==> src/rtl/decode_pkg.sv <==
// rv32 decode-stage shared types: opcodes, immediate formats,
// the decode->execute bundle and instruction field helpers.
package riscv;

  typedef logic [4:0]  addr_t;
  typedef logic [31:0] word_t;

  typedef enum logic [6:0] {
    LUI      = 7'b0110111,
    AUIPC    = 7'b0010111,
    JAL      = 7'b1101111,
    JALR     = 7'b1100111,
    BRANCH   = 7'b1100011,
    LOAD     = 7'b0000011,
    STORE    = 7'b0100011,
    OP_IMM   = 7'b0010011,
    OP       = 7'b0110011,
    MISC_MEM = 7'b0001111,
    SYSTEM   = 7'b1110011
  } opcode_t;

  typedef enum logic [2:0] {
    IMM_I,
    IMM_S,
    IMM_B,
    IMM_U,
    IMM_J,
    IMM_NONE
  } imm_fmt_t;

  typedef struct packed {
    word_t       pc;
    word_t       rs1;
    word_t       rs2;
    word_t       imm;
    addr_t       rd_addr;
    logic        rd_en;
    logic [6:0]  opcode;
    logic [2:0]  funct3;
    logic        funct7b5;
    logic        illegal;
  } id_ex_t;

  function automatic logic [6:0] ir_opcode(word_t ir);
    return ir[6:0];
  endfunction

  function automatic addr_t ir_rd(word_t ir);
    return ir[11:7];
  endfunction

  function automatic addr_t ir_rs1(word_t ir);
    return ir[19:15];
  endfunction

  function automatic addr_t ir_rs2(word_t ir);
    return ir[24:20];
  endfunction

  function automatic logic [2:0] ir_funct3(word_t ir);
    return ir[14:12];
  endfunction

  function automatic logic is_legal(logic [6:0] op);
    case (op)
      LUI, AUIPC, JAL, JALR, BRANCH, LOAD,
      STORE, OP_IMM, OP, MISC_MEM, SYSTEM:
        return 1'b1;
      default:
        return 1'b0;
    endcase
  endfunction

  function automatic logic uses_rs1(logic [6:0] op);
    return !(op == LUI || op == AUIPC || op == JAL);
  endfunction

  function automatic logic uses_rs2(logic [6:0] op);
    return op == OP || op == STORE || op == BRANCH;
  endfunction

  function automatic logic writes_rd(logic [6:0] op);
    return is_legal(op) &&
           !(op == STORE || op == BRANCH ||
             op == MISC_MEM || op == SYSTEM);
  endfunction

endpackage

==> src/rtl/decode_immgen.sv <==
// Immediate generator: picks the rv32 immediate format
// from the opcode and sign-extends it to a full word.
module immgen
  import riscv::*;
(
  input  word_t    ir,
  output word_t    imm,
  output imm_fmt_t fmt
);

  // Format select from opcode
  always_comb begin
    fmt = IMM_NONE;
    case (ir_opcode(ir))
      OP_IMM, LOAD, JALR: fmt = IMM_I;
      STORE:              fmt = IMM_S;
      BRANCH:             fmt = IMM_B;
      LUI, AUIPC:         fmt = IMM_U;
      JAL:                fmt = IMM_J;
      default:            fmt = IMM_NONE;
    endcase
  end

  // Bit shuffle and sign extension per format
  always_comb begin
    imm = '0;
    case (fmt)
      IMM_I: imm = {{20{ir[31]}}, ir[31:20]};
      IMM_S: imm = {{20{ir[31]}}, ir[31:25], ir[11:7]};
      IMM_B: imm = {{19{ir[31]}}, ir[31], ir[7],
                    ir[30:25], ir[11:8], 1'b0};
      IMM_U: imm = {ir[31:12], 12'b0};
      IMM_J: imm = {{11{ir[31]}}, ir[31], ir[19:12],
                    ir[20], ir[30:21], 1'b0};
      default: imm = '0;
    endcase
  end

endmodule

==> src/rtl/decode.sv <==
// rv32 decode / operand-fetch stage with ex/mem bypass,
// load-use interlock and a single output register.
module decode
  import riscv::*;
(
  input  logic       clk,
  input  logic       resetn,
  input  logic       in_valid,
  output logic       in_ready,
  input  word_t      in_pc,
  input  word_t      in_ir,
  output addr_t      rs1_addr,
  output addr_t      rs2_addr,
  input  word_t      rs1_data,
  input  word_t      rs2_data,
  input  logic       ex_rd_en,
  input  addr_t      ex_rd_addr,
  input  word_t      ex_rd_data,
  input  logic       ex_is_load,
  input  logic       mem_rd_en,
  input  addr_t      mem_rd_addr,
  input  word_t      mem_rd_data,
  input  logic       flush,
  output logic       out_valid,
  input  logic       out_ready,
  output word_t      out_pc,
  output word_t      out_rs1,
  output word_t      out_rs2,
  output word_t      out_imm,
  output addr_t      out_rd_addr,
  output logic       out_rd_en,
  output logic [6:0] out_opcode,
  output logic [2:0] out_funct3,
  output logic       out_funct7b5,
  output logic       out_illegal
);

  logic [6:0] op;
  logic       stall;
  word_t      rs1_val;
  word_t      rs2_val;
  word_t      imm;
  imm_fmt_t   fmt;
  id_ex_t     dec;
  id_ex_t     out_d, out_q;
  logic       out_valid_d, out_valid_q;

  assign op       = ir_opcode(in_ir);
  assign rs1_addr = ir_rs1(in_ir);
  assign rs2_addr = ir_rs2(in_ir);

  immgen u_immgen (
    .ir  (in_ir),
    .imm (imm),
    .fmt (fmt)
  );

  // Load-use interlock and input handshake
  always_comb begin
    stall = 1'b0;
    if (ex_is_load && ex_rd_en && ex_rd_addr != '0) begin
      if (uses_rs1(op) && ex_rd_addr == rs1_addr)
        stall = 1'b1;
      if (uses_rs2(op) && ex_rd_addr == rs2_addr)
        stall = 1'b1;
    end
    in_ready = !stall && (!out_valid_q || out_ready);
  end

  // Operand bypass: x0, then execute, then memory, then RF
  always_comb begin
    rs1_val = rs1_data;
    if (rs1_addr == '0)
      rs1_val = '0;
    else if (ex_rd_en && !ex_is_load &&
             ex_rd_addr == rs1_addr)
      rs1_val = ex_rd_data;
    else if (mem_rd_en && mem_rd_addr == rs1_addr)
      rs1_val = mem_rd_data;

    rs2_val = rs2_data;
    if (rs2_addr == '0)
      rs2_val = '0;
    else if (ex_rd_en && !ex_is_load &&
             ex_rd_addr == rs2_addr)
      rs2_val = ex_rd_data;
    else if (mem_rd_en && mem_rd_addr == rs2_addr)
      rs2_val = mem_rd_data;
  end

  // Decoded bundle for the incoming instruction
  always_comb begin
    dec          = '0;
    dec.pc       = in_pc;
    dec.rs1      = rs1_val;
    dec.rs2      = rs2_val;
    dec.imm      = (fmt == IMM_NONE) ? '0 : imm;
    dec.rd_addr  = ir_rd(in_ir);
    dec.rd_en    = writes_rd(op) && ir_rd(in_ir) != '0;
    dec.opcode   = op;
    dec.funct3   = ir_funct3(in_ir);
    dec.funct7b5 = in_ir[30];
    dec.illegal  = !is_legal(op);
  end

  // Output register next state: flush, load, bubble or hold
  always_comb begin
    out_d       = out_q;
    out_valid_d = out_valid_q;
    if (flush) begin
      out_d       = '0;
      out_valid_d = 1'b0;
    end else if (in_valid && in_ready) begin
      out_d       = dec;
      out_valid_d = 1'b1;
    end else if (out_ready) begin
      out_valid_d = 1'b0;
    end
  end

  // Output register
  always_ff @(posedge clk or negedge resetn) begin
    if (!resetn) begin
      out_q       <= '0;
      out_valid_q <= 1'b0;
    end else begin
      out_q       <= out_d;
      out_valid_q <= out_valid_d;
    end
  end

  assign out_valid    = out_valid_q;
  assign out_pc       = out_q.pc;
  assign out_rs1      = out_q.rs1;
  assign out_rs2      = out_q.rs2;
  assign out_imm      = out_q.imm;
  assign out_rd_addr  = out_q.rd_addr;
  assign out_rd_en    = out_q.rd_en;
  assign out_opcode   = out_q.opcode;
  assign out_funct3   = out_q.funct3;
  assign out_funct7b5 = out_q.funct7b5;
  assign out_illegal  = out_q.illegal;

endmodule

==> config.mk <==
export PLATFORM = sky130hd
export DESIGN_NAME = decode
export DESIGN_NICKNAME = d
export VERILOG_FILES = /design/src/rtl/decode_pkg.sv /design/src/rtl/decode_immgen.sv /design/src/rtl/decode.sv
export SDC_FILE = /design/constraint.sdc
export NUM_CORES = 1
export LEC_CHECK = 0
export ABC_AREA = 1
export ABC_CLOCK_PERIOD_IN_PS = 1500
export CAP_MARGIN = 20
export CORE_ASPECT_RATIO = 1.2
export CORE_MARGIN = 5
export CORE_UTILIZATION = 25
export DETAILED_ROUTE_END_ITERATION = 16
export GPL_TIMING_DRIVEN = 0
export MAX_ROUTING_LAYER = met4
export SLEW_MARGIN = 20
export SYNTH_ARGS = -nofsm -noshare
export SYNTH_HDL_FRONTEND = slang
export SYNTH_SLANG_ARGS = --single-unit
==> constraint.sdc <==
create_clock -name clk -period 1.5 [get_ports clk]
set_input_delay 0.3 -clock clk [delete_from_list [all_inputs] [get_ports clk]]
set_output_delay 0.3 -clock clk [all_outputs]
set_load 0.02 [all_outputs]
==> results of run 1 <==
==> cell type report <==
type | instances | share of cell area (%)
diodes | 7 | 0.09723
plain buffers | 126 | 6.160
clock buffers | 18 | 2.438
clock inverters | 14 | 0.6667
inverters | 173 | 3.688
multi-input cells | 1121 | 35.34
flip-flops and latches | 147 | 20.43
well taps | 533 | 3.702
repair buffers | 458 | 27.48
==> flip-flops by register name (all words and copies together), names as in the netlist <==
name and count:
out_funct3 3, out_funct7b5 1, out_illegal 1, out_imm 32, out_opcode 7, out_pc 32
out_rd_addr 5, out_rd_en 1, out_rs1 32, out_rs2 32, out_valid 1
==> final timing paths <==
check / startpoint / end / slack [ps] / depth (start not counted)
max: in_ir[4] / out_rs2[16] / -180 / 17
min: in_ir[1] / out_opcode[1] / 160 / 5
max reg2reg: out_valid / out_rs1[1] / 20 / 8
min reg2reg: out_pc[14] / out_pc[14] / 510 / 2
max in group asynchronous: resetn / out_funct7b5 / 270 / 3
min in group asynchronous: resetn / out_rs2[12] / 360 / 2
==> placed cells by master (no fill, tap or decap), drive strengths merged, types with 3 or more instances in the layout <==
cell type	count
diode	7
dlygate4sd2	63
clkdlybuf4s50	184
nand2	533
o21ai	9
a21oi	15
clkbuf	111
nor2	169
xor2	3
nand4	97
dfrtp	147
clkdlybuf4s15	78
inv	178
o211ai	11
buf	163
clkinvlp	6
nor3	11
nand3	260
o22ai	4
clkinv	3
xnor2	4
==> per-stage QoR <==
| step | std cells | TNS (ps) | hold slack [ps] |
|---|---|---|---|
| floorplan | 1571 | -25790 | 4.409 |
| global placement | 2471 | -1176060 | 493.2 |
| detailed placement | 2472 | -276250 | 270.2 |
| CTS | 2590 | -17820 | 138.5 |
| global route | 2597 | -21540 | 165.9 |
| finish | 2597 | -15150 | 162.5 |
==> worst register-to-register path: stages, from the launching register on <==
cell and delay (ps):
dfrtp_1 390, nand2_2 110, nand3_4 130, buf_12 160, buf_12 130, buf_16 160, buf_8 150, nand3_2 60
nand2_1 70
==> metal layers <==
| metal | vias up | wire length [um] | global-route usage, % | part of all wire (%) |
|---|---|---|---|---|
| met4 | 0 | 1093 | 5.774 | 2.1 |
| met3 | 68 | 3194 | 4.568 | 6.1 |
| met1 | 5921 | 21350 | 28.51 | 41 |
| met2 | 462 | 26590 | 41.00 | 51 |
| met5 | - | 0 | - | 0 |
| li1 | 5975 | - | - | - |
==> cell usage after synthesis <==
library cell	number
nand2_1	528
nand3_1	258
inv_1	170
nor2_1	167
dfrtp_1	147
nand4_1	97
clkbuf_1	86
buf_4	18
a21oi_1	15
buf_2	12
buf_6	12
o211ai_1	11
nor3_1	10
o21ai_0	9
nand2_2	4
o22ai_1	4
xnor2_1	4
inv_2	3
xor2_1	3
nor2_2	2
a21boi_0	1
a22oi_1	1
a31o_2	1
a31oi_1	1
buf_1	1
buf_8	1
nand2_4	1
nand3_2	1
nand3_4	1
nor3_4	1
o221ai_1	1
==> logic make-up (layout without fill, tap and decap cells) <==
kind of cell | Yosys count | count (layout) | synth area share, %
buffers and inverters | 303 | 789 | 13.24
other | 0 | 7 | 0
AO/OA/AOI/OAI | 44 | 44 | 2.671
AND/OR/NAND/NOR | 1070 | 1070 | 46.60
flip-flops | 147 | 147 | 36.87
XOR/XNOR | 7 | 7 | 0.6145
==> what timing repair did <==
item	4_1_cts	5_1_grt
setup endpoints to repair	305	196
resized for setup	757	306
hold buffers	1	0
gates cloned	31	3
pin swaps	46	44
endpoints found under the hold margin	62	0
setup buffers	56	8
==> report_power, final <==
part / switching, mW / internal, mW
Combinational: 2.39 / 1.97
Clock: 2.05 / 2.21
Sequential: 0.185 / 4.24
==> results.yml, run 1 <==
status:
  status: "complete, but fails checks"
  failed_checks: "setup timing"
placed_design:
  portBuffers: 367
  place.gp.congestion: 0.9123
  post-place-ws_ps: -2129
  dp.final_hpwl_um: 38370
  placedInstanceArea_um2: 14400
clock_network:
  cts_buffer_depth: 2
  htreeDepth: 4
  cts.sinks: 147
  path_clk_slew_ps: 80
  cts_root_buf: "clkbuf_16"
  clock_latency_ps: 450
  numCtsBuffers: 17
  cts_tree: "yes"
synth:
  synth_cell_types: 31
  yosysTopAreaCell: "dfrtp_1"
  ys_ff_latch: 147
  syn_avg_cell_area_um2: 6.351
  synth_area_leaders: "dfrtp_1 37%, nand2_1 20%, nand3_1 13%"
  synthCells: 1571
  synth_area_um2: 9977
  syn_nets: 1781
  synth_top_area_share_pct: 36.87
  yosysWarningCount: 0
  ys_seq_area_share_pct: 36.87
sta:
  slew-limit-headroom_pct: 52.19
  post-route-min-period_ps: 1682
  tightest_slew_ps: 717.2
  fmax_mhz: 594.4
  finClkSkew_ps: 13.22
  finalMaxSlewViolations: 0
  setup_violations: 147
  finalHoldViolations: 0
  post-route-period-util_pct: 112.2
  setup_slack_ps: -182.5
  rsz0062_at_grt: "true"
floorplanning:
  io_pins: 368
  dieWidth_um: 192.4
  dieHeight_um: 228.8
  start_util_pct: 25.17
  core_area_um2: 39640
  dieArea_um2: 44020
  rows: 80
setup_path:
  worstSetupStartpointType: "input port"
  slowest_stage: "buf_12"
  crit_family: "simple AND/OR/NAND/NOR gates"
  worstSetupEndpointType: "register"
  timing.critical_path.mode_cell: "nand2_2"
  required_ps: 1850
  cp.arrival_ps: 2030
  critPathBufInv: 7
  slowest_delay_ps: 160
  worstPathCellList: "buf_8, clkinv_8, nor2_4, buf_6, nand3_2, nand2_2, nand2_2, nand2_4, nand2_4, nand3_4, buf_6, nand2_8, buf_12, buf_12, buf_8, nand2_2, nand2_1"
  crit_path_max_fanout: 6
  path_class: "input port to register"
detailed_routing:
  wire_per_inst_um: 20.11
  drt_iter0_drc: 701
  final_antenna_net_count: 0
  via_count: 12430
  drt_wl_total_um: 52230
  via_per_inst: 4.785
  drc: 0
  drt_first_pass_iters: 5
power_and_ir_drop:
  peakVddDrop_uv: 816.1
  power_mw: 13.04
  leakagePower_nw: 9.310
  powerDensity_nw_per_um2: 723.7
cells_and_area:
  area_delta_synth_final_pct: 80.57
  fill_cells: 3993
  final-seq-area_um2: 3680
  stdcell_area_um2: 18020
  fin_util_pct: 45.45
  multi_input_area_um2: 6367
  final_layout_size_suffix_gt1_share_pct: 30.38
  nets: 2254
global_route:
  track_usage_pct: 23.76
  antenna_found_initial: 7
  grt-ovfl-total: 0
  grt_pass1_wl_um: 77070
  grt_max_degree: 86
  grt_pass1_vias: 12720
flow_run:
  max_cap_violations: 0
worst_hold_path:
  hold_class: "input port to register"
Power figures use the tool's default switching activity.
==> run 2, diff against run 1 <==
- CTS_BUF_LIST: not set -> sky130_fd_sc_hd__clkbuf_8 sky130_fd_sc_hd__clkbuf_16
- HOLD_SLACK_MARGIN: not set -> 0.05
- SKIP_CTS_REPAIR_TIMING: not set -> 1
==> run 2 against run 1 <==
The flow still finishes with violations (setup timing). Sequential power about the same. Critical path depth is 4 lower. Cell count decreased by 0.69%. Worst hold slack improved by 6.8 ps. Clock skew shrank 1.8 ps. Critical endpoint is now out_pc[8]. Largest power group unchanged. Highest routed layer unchanged.
==> results.yml, run 2 (synthesized netlist as in run 1, its figures left out) <==
global_route:
  grt-ovfl-total: 0
  antenna_found_initial: 7
  grt_pass1_wl_um: 71100
  track_usage_pct: 21.84
  grt_max_degree: 86
  grt_pass1_vias: 11930
floorplanning:
  dieArea_um2: 44020
  core_area_um2: 39640
  io_pins: 368
  dieHeight_um: 228.8
  dieWidth_um: 192.4
  start_util_pct: 25.17
  rows: 80
detailed_routing:
  via_count: 12410
  drt_wl_total_um: 52280
  drt_first_pass_iters: 5
  drt_iter0_drc: 832
  via_per_inst: 4.811
  drc: 0
  final_antenna_net_count: 0
  wire_per_inst_um: 20.27
cells_and_area:
  multi_input_area_um2: 6137
  area_delta_synth_final_pct: 79.25
  final-seq-area_um2: 3679
  final_cell_mix: "313 x nand2_1, 241 x nand3_1, 184 x clkdlybuf4s50_1"
  final_cells: 2579
  final_layout_size_suffix_gt1_share_pct: 25.50
  nets: 2236
  fill_cells: 4019
  fin_util_pct: 45.12
  stdcell_area_um2: 17880
  layout_commonest_cell: "nand2_1"
sta:
  finalSetupTns_ps: -26110
  fmax_mhz: 571.2
  finalMaxSlewViolations: 0
  finalHoldViolations: 0
  tightest_slew_ps: 648.3
  post-route-min-period_ps: 1751
  finClkSkew_ps: 11.42
  slew-limit-headroom_pct: 56.78
  rsz0062_at_grt: "true"
  whs_ps: 169.3
  post-route-period-util_pct: 116.7
  setup_slack_ps: -250.8
  setup_violations: 147
setup_path:
  worstSetupStartpointType: "input port"
  required_ps: 1830
  crit_path_max_fanout: 6
  path_class: "input port to register"
  cp.arrival_ps: 2080
  timing.rr.start: "out_valid"
  worstSetupEndpointType: "register"
  startpoint: "in_ir[15]"
power_and_ir_drop:
  leakagePower_nw: 11.18
  powerDensity_nw_per_um2: 720.1
  power_mw: 12.88
  peakVddDrop_uv: 799.2
clock_network:
  htreeDepth: 4
  cts.sinks: 147
  cts_buffer_depth: 2
  cts_tree: "yes"
  cts_root_buf: "clkbuf_16"
  path_clk_slew_ps: 70
  clock_latency_ps: 450
  numCtsBuffers: 17
placed_design:
  dp_cells: 2472
  placedInstanceArea_um2: 14400
  portBuffers: 367
  place.gp.congestion: 0.9123
  post-place-ws_ps: -2129
  dp.final_hpwl_um: 38370
status:
  status: "complete, but fails checks"
  failed_checks: "setup timing"
flow_run:
  max_cap_violations: 0
worst_hold_path:
  worstHoldStart: "in_ir[0]"
  hold_class: "input port to register"
run 2: layout make-up:
cell class              count  area share, %
plain buffers             125          5.940
multi-input cells        1121          34.32
repair buffers            441          28.53
clock buffers              18          2.456
clock inverters            14         0.6717
well taps                 533          3.729
diodes                      7        0.09795
flip-flops and latches    147          20.57
inverters                 173          3.687
run 2: power breakdown:
part	switching, mW	internal, mW
registers	0.165	4.24
clock network	2.05	2.21
logic	2.31	1.91
run 2: path summary, 6_finish.rpt:
check	to	slack [ps]	depth (start not counted)
setup / recovery	out_pc[8]	-250	13
hold / removal	out_opcode[0]	170	5
setup reg to reg	out_pc[3]	-30	7
hold reg to reg	out_rs1[27]	510	2
max in group asynchronous	out_pc[18]	290	3
min in group asynchronous	out_rs2[12]	360	2
run 2: critical path, stage by stage:
cell       delay [ps]
clkbuf_2          150
xnor2_1           180
nand2_1           110
nor2_4            200
nand3_2           120
nand2_4           110
nand2_2            70
nand3_4           180
nand2_8           130
clkbuf_16         220
clkbuf_16         170
nand2_2            60
nand2_1            50
run 2: per-layer routing:
layer,up-vias,wire [um],track usage (%)
met2,476,26480,36.73
met4,0,1081,6.398
met3,62,3310,4.552
met5,-,0,-
li1,5941,-,-
met1,5928,21410,26.33
